===== src/rtl/mem_access_unit_if.sv =====
// Data-side SRAM-like bus between mem_access_unit and memory.
// Request fields stay stable from data_req until data_addr_ok.
interface mem_access_unit_if #(
    parameter int ADDR_W = 32
);
    logic              data_req;
    logic              data_wr;
    logic [1:0]        data_size;
    logic [3:0]        data_wstrb;
    logic [ADDR_W-1:0] data_addr;
    logic [31:0]       data_wdata;
    logic              data_addr_ok;
    logic              data_data_ok;
    logic [31:0]       data_rdata;

    modport master (
        output data_req, data_wr, data_size, data_wstrb,
        output data_addr, data_wdata,
        input  data_addr_ok, data_data_ok, data_rdata
    );

    modport slave (
        input  data_req, data_wr, data_size, data_wstrb,
        input  data_addr, data_wdata,
        output data_addr_ok, data_data_ok, data_rdata
    );
endinterface


===== src/rtl/mem_access_unit.sv =====
// M-stage load/store unit: decode, alignment check, bus handshake, load extension.
// UNALIGNED_LWL_EN enables LWL/LWR/SWL/SWR (ops 9-12); otherwise they act as NONE.
module mem_access_unit #(
    parameter int ADDR_W      = 32,
    parameter int FLUSH_DRAIN = 1
) (
    input  logic              clk,
    input  logic              resetn,
    input  logic              mem_valid,
    input  logic [3:0]        mem_op,
    input  logic [ADDR_W-1:0] addr,
    input  logic [31:0]       writedata,
    input  logic [ADDR_W-1:0] pc,
    input  logic              flush,
    input  logic              pipe_ready,
    output logic              stall,
    output logic [31:0]       result,
    output logic              result_valid,
    output logic              adel,
    output logic              ades,
    output logic [ADDR_W-1:0] bad_addr,
    mem_access_unit_if.master bus
);
    localparam logic [3:0] OP_LB  = 4'd1;
    localparam logic [3:0] OP_LBU = 4'd2;
    localparam logic [3:0] OP_LH  = 4'd3;
    localparam logic [3:0] OP_LHU = 4'd4;
    localparam logic [3:0] OP_LW  = 4'd5;
    localparam logic [3:0] OP_SB  = 4'd6;
    localparam logic [3:0] OP_SH  = 4'd7;
    localparam logic [3:0] OP_SW  = 4'd8;
`ifdef UNALIGNED_LWL_EN
    localparam logic [3:0] OP_LWL = 4'd9;
    localparam logic [3:0] OP_LWR = 4'd10;
    localparam logic [3:0] OP_SWL = 4'd11;
    localparam logic [3:0] OP_SWR = 4'd12;
`endif

    typedef enum logic [1:0] {S_IDLE, S_REQ, S_WAIT, S_DONE} state_t;

    state_t            state;
    logic              discard;
    logic [3:0]        q_op;
    logic [1:0]        q_lo;
    logic              q_wr;
    logic [1:0]        q_size;
    logic [3:0]        q_strb;
    logic [ADDR_W-1:0] q_addr;
    logic [31:0]       q_wdata;
`ifdef UNALIGNED_LWL_EN
    logic [31:0]       q_rt;
`endif

    logic              d_ld, d_st, d_mis, d_word;
    logic [1:0]        d_size;
    logic [3:0]        d_strb;
    logic [31:0]       d_wdata;
    logic [ADDR_W-1:0] d_addr;
    logic [1:0]        lo;
    logic              launch, disc_set, drop;
    logic [31:0]       ext;
    logic [7:0]        bsel;
    logic [15:0]       hsel;

    assign lo = addr[1:0];

    always_comb begin
        d_ld    = 1'b0;
        d_st    = 1'b0;
        d_mis   = 1'b0;
        d_word  = 1'b0;
        d_size  = 2'b10;
        d_strb  = 4'b0000;
        d_wdata = writedata;
        case (mem_op)
            OP_LB, OP_LBU: begin
                d_ld   = 1'b1;
                d_size = 2'b00;
                d_strb = 4'b0001 << lo;
            end
            OP_LH, OP_LHU: begin
                d_ld   = 1'b1;
                d_size = 2'b01;
                d_strb = lo[1] ? 4'b1100 : 4'b0011;
                d_mis  = lo[0];
            end
            OP_LW: begin
                d_ld   = 1'b1;
                d_word = 1'b1;
                d_strb = 4'b1111;
                d_mis  = |lo;
            end
            OP_SB: begin
                d_st    = 1'b1;
                d_size  = 2'b00;
                d_strb  = 4'b0001 << lo;
                d_wdata = {4{writedata[7:0]}};
            end
            OP_SH: begin
                d_st    = 1'b1;
                d_size  = 2'b01;
                d_strb  = lo[1] ? 4'b1100 : 4'b0011;
                d_wdata = {2{writedata[15:0]}};
                d_mis   = lo[0];
            end
            OP_SW: begin
                d_st   = 1'b1;
                d_word = 1'b1;
                d_strb = 4'b1111;
                d_mis  = |lo;
            end
`ifdef UNALIGNED_LWL_EN
            OP_LWL, OP_LWR: begin
                d_ld   = 1'b1;
                d_word = 1'b1;
                d_strb = 4'b1111;
            end
            OP_SWL: begin
                d_st    = 1'b1;
                d_word  = 1'b1;
                d_strb  = 4'b1111 >> (2'd3 - lo);
                d_wdata = writedata >> {2'd3 - lo, 3'b000};
            end
            OP_SWR: begin
                d_st    = 1'b1;
                d_word  = 1'b1;
                d_strb  = 4'b1111 << lo;
                d_wdata = writedata << {lo, 3'b000};
            end
`endif
            default: ;
        endcase
        d_addr = d_word ? {addr[ADDR_W-1:2], 2'b00} : addr;
    end

    assign adel     = mem_valid & d_ld & d_mis;
    assign ades     = mem_valid & d_st & d_mis;
    assign bad_addr = (adel | ades) ? addr : pc;

    assign launch   = (state == S_IDLE) & mem_valid & (d_ld | d_st)
                    & ~d_mis & ~flush;
    assign disc_set = flush & (FLUSH_DRAIN != 0);
    assign drop     = discard | disc_set;
    assign stall    = launch | (state == S_REQ) | (state == S_WAIT);

    // Bus fields come from decode in the launch cycle, then from the latch.
    assign bus.data_req   = launch | (state == S_REQ);
    assign bus.data_wr    = launch ? d_st    : q_wr;
    assign bus.data_size  = launch ? d_size  : q_size;
    assign bus.data_wstrb = launch ? d_strb  : q_strb;
    assign bus.data_addr  = launch ? d_addr  : q_addr;
    assign bus.data_wdata = launch ? d_wdata : q_wdata;

    always_comb begin
        bsel = bus.data_rdata[{q_lo, 3'b000} +: 8];
        hsel = q_lo[1] ? bus.data_rdata[31:16] : bus.data_rdata[15:0];
        case (q_op)
            OP_LB:   ext = {{24{bsel[7]}}, bsel};
            OP_LBU:  ext = {24'd0, bsel};
            OP_LH:   ext = {{16{hsel[15]}}, hsel};
            OP_LHU:  ext = {16'd0, hsel};
            OP_LW:   ext = bus.data_rdata;
`ifdef UNALIGNED_LWL_EN
            OP_LWL:  ext = (bus.data_rdata << {2'd3 - q_lo, 3'b000})
                         | (q_rt & (32'h00FF_FFFF >> {q_lo, 3'b000}));
            OP_LWR:  ext = (bus.data_rdata >> {q_lo, 3'b000})
                         | (q_rt & ~(32'hFFFF_FFFF >> {q_lo, 3'b000}));
`endif
            default: ext = 32'd0;
        endcase
    end

    always_ff @(posedge clk or negedge resetn) begin
        if (!resetn) begin
            state        <= S_IDLE;
            discard      <= 1'b0;
            result       <= 32'd0;
            result_valid <= 1'b0;
            q_op         <= 4'd0;
            q_lo         <= 2'd0;
            q_wr         <= 1'b0;
            q_size       <= 2'd0;
            q_strb       <= 4'd0;
            q_addr       <= '0;
            q_wdata      <= 32'd0;
`ifdef UNALIGNED_LWL_EN
            q_rt         <= 32'd0;
`endif
        end else begin
            unique case (state)
                S_IDLE: begin
                    discard <= 1'b0;
                    if (launch) begin
                        q_op    <= mem_op;
                        q_lo    <= lo;
                        q_wr    <= d_st;
                        q_size  <= d_size;
                        q_strb  <= d_strb;
                        q_addr  <= d_addr;
                        q_wdata <= d_wdata;
`ifdef UNALIGNED_LWL_EN
                        q_rt    <= writedata;
`endif
                        state   <= bus.data_addr_ok ? S_WAIT : S_REQ;
                    end
                end
                S_REQ, S_WAIT: begin
                    if (disc_set) discard <= 1'b1;
                    if (state == S_REQ && bus.data_addr_ok && !bus.data_data_ok)
                        state <= S_WAIT;
                    // Covers data_ok in WAIT and the same-cycle case in REQ.
                    if ((state == S_WAIT || bus.data_addr_ok) && bus.data_data_ok) begin
                        discard <= 1'b0;
                        if (drop) begin
                            state <= S_IDLE;
                        end else begin
                            result       <= ext;
                            result_valid <= 1'b1;
                            state        <= S_DONE;
                        end
                    end
                end
                S_DONE: begin
                    if (flush || pipe_ready) begin
                        result_valid <= 1'b0;
                        state        <= S_IDLE;
                    end
                end
            endcase
        end
    end
endmodule


===== src/flat_wrapper.sv =====
// flat-port wrapper written by rule: the top's interface ports become plain ports
module mem_access_unit_flat 
#(
    parameter int ADDR_W      = 32,
    parameter int FLUSH_DRAIN = 1
)
  (clk, resetn, mem_valid, mem_op, addr, writedata, pc, flush, pipe_ready, stall, result, result_valid, adel, ades, bad_addr, bus_data_req, bus_data_wr, bus_data_size, bus_data_wstrb, bus_data_addr, bus_data_wdata, bus_data_addr_ok, bus_data_data_ok, bus_data_rdata);
  mem_access_unit_if #(.ADDR_W(ADDR_W)) bus_i ();
  input  logic clk;
  input  logic resetn;
  input  logic mem_valid;
  input  logic [3:0] mem_op;
  input  logic [ADDR_W-1:0] addr;
  input  logic [31:0] writedata;
  input  logic [ADDR_W-1:0] pc;
  input  logic flush;
  input  logic pipe_ready;
  output logic stall;
  output logic [31:0] result;
  output logic result_valid;
  output logic adel;
  output logic ades;
  output logic [ADDR_W-1:0] bad_addr;
  output wire logic [$bits(bus_i.data_req)-1:0] bus_data_req;
  output wire logic [$bits(bus_i.data_wr)-1:0] bus_data_wr;
  output wire logic [$bits(bus_i.data_size)-1:0] bus_data_size;
  output wire logic [$bits(bus_i.data_wstrb)-1:0] bus_data_wstrb;
  output wire logic [$bits(bus_i.data_addr)-1:0] bus_data_addr;
  output wire logic [$bits(bus_i.data_wdata)-1:0] bus_data_wdata;
  input wire logic [$bits(bus_i.data_addr_ok)-1:0] bus_data_addr_ok;
  input wire logic [$bits(bus_i.data_data_ok)-1:0] bus_data_data_ok;
  input wire logic [$bits(bus_i.data_rdata)-1:0] bus_data_rdata;
  assign bus_data_req = bus_i.data_req;
  assign bus_data_wr = bus_i.data_wr;
  assign bus_data_size = bus_i.data_size;
  assign bus_data_wstrb = bus_i.data_wstrb;
  assign bus_data_addr = bus_i.data_addr;
  assign bus_data_wdata = bus_i.data_wdata;
  assign bus_i.data_addr_ok = bus_data_addr_ok;
  assign bus_i.data_data_ok = bus_data_data_ok;
  assign bus_i.data_rdata = bus_data_rdata;
  mem_access_unit #(.ADDR_W(ADDR_W), .FLUSH_DRAIN(FLUSH_DRAIN)) u_core (.clk(clk), .resetn(resetn), .mem_valid(mem_valid), .mem_op(mem_op), .addr(addr), .writedata(writedata), .pc(pc), .flush(flush), .pipe_ready(pipe_ready), .stall(stall), .result(result), .result_valid(result_valid), .adel(adel), .ades(ades), .bad_addr(bad_addr), .bus(bus_i));
endmodule

===== config.mk =====
export PLATFORM = sky130hd
export DESIGN_NAME = mem_access_unit_flat
export DESIGN_NICKNAME = d
export VERILOG_FILES = /design/src/rtl/mem_access_unit_if.sv /design/src/rtl/mem_access_unit.sv /design/src/flat_wrapper.sv
export SDC_FILE = /design/constraint.sdc
export NUM_CORES = 1
export LEC_CHECK = 0
export BUFFER_PORTS_ARGS = -buffer_cell sky130_fd_sc_hd__buf_4
export CELL_PAD_IN_SITES_DETAIL_PLACEMENT = 0
export CELL_PAD_IN_SITES_GLOBAL_PLACEMENT = 1
export CORE_MARGIN = 5
export CORE_UTILIZATION = 37
export CTS_CLUSTER_DIAMETER = 40
export DETAILED_ROUTE_END_ITERATION = 8
export HOLD_SLACK_MARGIN = 0.05
export PLACE_DENSITY = 0.79
export SKIP_CTS_REPAIR_TIMING = 1
export SYNTH_ARGS = -nofsm -noshare
export SYNTH_HDL_FRONTEND = slang
export SYNTH_SLANG_ARGS = --single-unit

===== constraint.sdc =====
create_clock -name clk -period 2.45 [get_ports clk]
set_clock_uncertainty 0.05 [all_clocks]
set_input_delay 0.1225 -clock clk [delete_from_list [all_inputs] [get_ports clk]]
set_output_delay 0.1225 -clock clk [all_outputs]
set_load 0.05 [all_outputs]

# Word level (Yosys, flattened, before mapping)
# Index checks and enable logic that the tools add are counted.
# op_classes
bitwise	16
n_reduce_logical	21
n_eq_ne	22
muxes	31
n_shift	2
# ops
operator	count
one-hot mux 32 bit (5 select lines)	1
two-way mux 32 bit	3
one-hot mux 32 bit (2 select lines)	1
indexed part select 32 x 6 -> 8 bit	1
== test 4 x 3 -> 1 bit (second input constant)	6
== test 4 x 2 -> 1 bit (second input constant)	4
two-way mux 16 bit	1
two-way mux 2 bit	8
one-hot mux 4 bit (3 select lines)	1
two-way mux 1 bit	9
OR reduction 3 bit	3
bitwise AND 1 bit	8
== test 4 x 1 -> 1 bit (second input constant)	2
two-way mux 4 bit	2
!= test 2 x 1 -> 1 bit (second input constant)	3
one-hot mux 1 bit (2 select lines)	3
one-hot mux 2 bit (3 select lines)	1
AND reduction 3 bit	2
OR reduction 2 bit	3
OR 1 bit	5
OR reduction 5 bit	1
== test 2 bit (second input constant)	2
== test 4 bit (second input constant)	1
one-hot mux 2 bit (2 select lines)	1
13 further kinds	20
# word_totals
output_inout_bits	140
elab_cells	103
ff_bits	113

# Logic depth before layout (Yosys ltp)
# depth
word_depth	9
mapped_depth	9
ltp_nobuf	7

# Worst setup path before layout
# Ideal clock, no wire load.
# synth_path
path_type	input to output
startpoint	input port mem_op[0]
endpoint	output port bad_addr[0]
stages	6
slack_ns	-0.179
path_buffers	2
t_arrival_ns	2.456
path_cell_list	or4b_1 > buf_2 > o32ai_4 > o21ai_2 > clkbuf_1 > o21ai_0
# synth_via
elab_chain_len	7
word_cells_on_any_way	21
classes_between	eq/ne (8); mux (4); bitwise (5); reduce/logical (4)
# synth_lines
item	line_no	text
from (decl)	flat_wrapper.sv:12	input logic [3:0] mem_op;
== test 4 x 1 -> 1 bit (tied with other cells)	mem_access_unit.sv:75	case (mem_op)
OR reduction 5 bit (no line) or OR reduction 3 bit (tied branches)	n/a	
two-way mux 1 bit	mem_access_unit.sv:75	
bitwise AND 1 bit, on equally long branches (2 in a row)	mem_access_unit.sv:136, mem_access_unit.sv:137	
OR 1 bit (*)	mem_access_unit.sv:138	assign bad_addr = (adel | ades) ? addr : pc;
two-way mux 32 bit (*)	mem_access_unit.sv:138	
to (decl)	flat_wrapper.sv:23	output logic [ADDR_W-1:0] bad_addr;
# Mark *: on every way between the ends. The rest lies on a longest branch, timed or not.

# Worst setup path in the final report
# layout_path
startpoint	register u_core.state[0]
endpoint	output port bus_data_addr[18]
# layout_via
elab_chain_len	6
# layout_lines
item	line_no	text
from (decl)	mem_access_unit.sv:41	state_t state;
from (signal assigned)	mem_access_unit.sv:204	state <= bus.data_addr_ok ? S_WAIT : S_REQ;
zero test 2 bit	mem_access_unit.sv:140	assign launch = (state == S_IDLE) & mem_valid & (d_ld | d_st)
bitwise AND 1 bit (2 in a row)	mem_access_unit.sv:140	
bitwise AND 1 bit (2 in a row)	mem_access_unit.sv:141	& ~d_mis & ~flush;
two-way mux 32 bit	n/a	
to (decl)	flat_wrapper.sv:28	output wire logic [$bits(bus_i.data_addr)-1:0] bus_data_addr;
# No other way between the ends.

==> impl_metrics.py <==
metrics = {
    "cells_and_area": {
        "fill_cells": 1464,
        "nNetsFinal": 1133,
        "area_growth_pct": 67.4,
        "drive_above_1_share": 0.549,
        "multi_input_area_um2": 3900,
        "register_area_um2": 2830,
    },
    "power_and_ir_drop": {
        "ir_drop_v": 0.000808,
        "p_leak_uw": 0.00544,
        "p_per_area_nw_per_um2": 1280,
    },
    "clock_network": {
        "path_clk_slew_ns": 0.05,
        "cts_sinks": 113,
        "htree_levels": 4,
        "cts_made_buffers": 17,
        "cts_buffer_depth": 2,
        "cts_root_buf": "clkbuf_16",
        "cts_tree": "yes",
        "clock_latency_ns": 0.41,
    },
    "timing": {
        "finalSetupViolCount": 0,
        "period_share": 0.991,
        "relSlewSlack": 0.436,
        "rsz0062_at_grt": "true",
        "worst_slew_pin_slew_ns": 0.845,
        "holdWs_ns": -0.00187,
        "slew_viol_final": 0,
        "fmax_mhz": 412,
        "setup_slack_ns": 0.0213,
        "period_minus_slack_ns": 2.43,
        "hold_violations": 1,
        "tns_ns": 0,
    },
    "route": {
        "routed_via_density": 5.15,
        "first_pass_iters": 5,
        "vias": 6360,
        "drtAntennaViolNets": 0,
        "routedWlPerCell_um": 19.3,
        "drt_iter0_markers": 353,
        "routed_wl_um": 23900,
        "drc": 0,
    },
    "hold_path": {
        "hold_path_class": "in2reg",
        "holdCritStartpoint": "bus_data_rdata[15]",
    },
    "logic_synthesis": {
        "synth-main-ff-cell": "dfrtp_1",
        "synthesis.area_um2": 6890,
        "synth_area_leader_cell": "dfrtp_1",
        "ys_types": 53,
        "synth_top_family_by_area": "multiplexers",
        "synth-seq-cells": 113,
        "synth-simple-area-share": 0.0623,
        "synth_nets": 729,
        "ys_seq_area_frac": 0.410,
        "netlist_instances": 584,
        "muxShareOfSynthArea": 0.323,
        "synth-compound-area-share": 0.149,
        "async_flop_share": 1.00,
        "synth_xor_area_frac": 0.00254,
        "syn_area_per_cell_um2": 11.8,
        "synthAdderAreaFrac": 0.0109,
        "synth_edf_count": 0,
        "synthTopCellsByArea": "dfrtp_1 41%, mux2_4 20%, mux2_2 7.2%",
        "ys_warn_count": 0,
        "yosysTopAreaCellShare": 0.410,
    },
    "worst_setup_path": {
        "rr_startpoint": "u_core.state[0]",
        "end_kind": "output pin",
        "start_kind": "flop",
        "crit_fanout": 10,
        "critPathRequiredTime_ns": 2.28,
        "criticalPathCategory": "reg2out",
        "crit_arrival_ns": 2.26,
        "startpoint": "u_core.state[0]",
    },
    "floorplanning": {
        "io_pins": 279,
        "die_w_um": 147,
        "chipHeight_um": 147,
        "core_um2": 18500,
        "std_cell_rows": 50,
        "dieArea_um2": 21500,
        "initial_core_util": 0.372,
    },
    "grt": {
        "antenna_found_initial": 1,
        "grt_max_degree": 49,
        "grtUsageTotal": 0.192,
        "grt_pass1_vias": 6116,
        "gr-total-overflow": 0,
        "grt_pass1_wl_um": 33300,
    },
    "run": {
        "maxCapViolCount": 0,
    },
    "placed_design": {
        "io_buffers": 278,
        "dp_hpwl_um": 16100,
        "post-place-ws_ns": 0.135,
        "place.gp.congestion": 0.785,
    },
    "outcome": {
        "status": "finished, violations left",
        "failed_checks": "hold timing",
    },
}
-- cell usage after synthesis (3+ instances only) --
library cell,n
a21o_1,4
a21oi_1,64
a221o_1,16
a221oi_1,15
buf_2,15
buf_6,10
clkbuf_1,16
dfrtp_1,113
ha_1,6
inv_1,7
mux2_1,5
mux2_2,44
mux2_4,90
mux2i_1,30
nand2_1,31
nand2b_1,5
nand3b_1,3
nor2_1,29
nor2b_1,3
nor3_1,3
o211ai_1,4
o21a_1,9
o21ai_0,23
o31ai_1,4
-- per-layer routing --
metal  global-route usage  part of all wire
met1                0.242              0.42
met2                0.323              0.50
met3               0.0540             0.061
met4               0.0579             0.017
met5                    0                 0
-- flip-flops by register name, indices dropped and copies added, names as in the netlist --
register	cells
u_core.q_wdata	32
u_core.q_strb	4
u_core.result_valid	1
u_core.discard	1
u_core.state	2
u_core.result	32
u_core.q_wr	1
u_core.q_op	4
u_core.q_addr	32
u_core.q_lo	2
u_core.q_size	2
-- cells by family (layout without fill, tap and decap cells) --
family | Yosys count | after routing
mux | 170 | 170
xor+xnor | 2 | 2
flops | 113 | 113
buf+inv | 52 | 469
other cells | 0 | 1
simple gates | 90 | 90
fa+ha+maj | 6 | 6
compound gates | 151 | 151
-- worst max-delay path, stage by stage (launching register included) --
cell	delay [ns]
dfrtp_1	0.41
inv_2	0.11
ha_4	0.14
nor4b_4	0.23
buf_6	0.18
buf_12	0.15
buf_16	0.15
mux2_4	0.31
buf_6	0.16
-- metrics by stage --
step                total power [µW]   util  std cells  instance area, µm²
detailed placement             11600  0.511       1082                9460
floorplan                       9210      -        584                6960
CTS                            14000  0.541       1114               10000
finish                         14700  0.623       1236               11500
global placement               11500  0.511       1082                9460
global route                   15400  0.623       1236               11500
-- path summary, 6_finish.rpt --
kind | to | slack [ns] | cells past startpoint
min in group asynchronous | u_core.result[31] | 0.20 | 2
worst max register to register | u_core.result[31] | 0.21 | 9
max in group asynchronous | u_core.q_wdata[3] | 1.40 | 3
worst min register to register | u_core.result[12] | 0.43 | 2
worst min-delay path | u_core.result[15] | -0.002 | 3
worst max-delay path | bus_data_addr[18] | 0.02 | 8
-- power breakdown --
group	internal, µW	switching, µW	total [µW]
Sequential	2740	546	3280
Clock	1440	935	2380
Combinational	3790	5270	9060
-- final cells by class --
type	instances	area share
Timing Repair Buffer	430	0.340
Multi-Input combinational cell	419	0.338
Sequential cell	113	0.245
Clock buffer	19	0.0392
Tap cell	234	0.0254
Clock inverter	13	0.00976
Inverter	7	0.00228
Antenna cell	1	0.000217
-- cells in the final DEF (no fill, tap or decap), types with 2 or more instances in the layout --
master	n
nor3_1	3
o21a_1	9
a31oi_1	2
a21oi_2	17
clkinvlp_4	6
nor3b_1	2
ha_1	5
a21oi_1	47
and2_1	2
buf_16	3
o211ai_1	4
a221o_1	16
inv_2	2
o21ai_0	23
nand2_1	31
clkbuf_8	2
buf_4	281
clkinv_2	4
buf_8	3
dlygate4sd3_1	81
o31ai_1	4
a221oi_1	15
inv_1	5
mux2_2	44
mux2i_1	29
clkbuf_16	25
buf_12	8
buf_6	46
a21o_1	4
dfrtp_1	113
nor2b_1	3
nand2b_1	5
mux2_4	94
nor2_1	29
nand3b_1	3
a211oi_1	2
No activity file was read; power rests on OpenSTA's default activity.
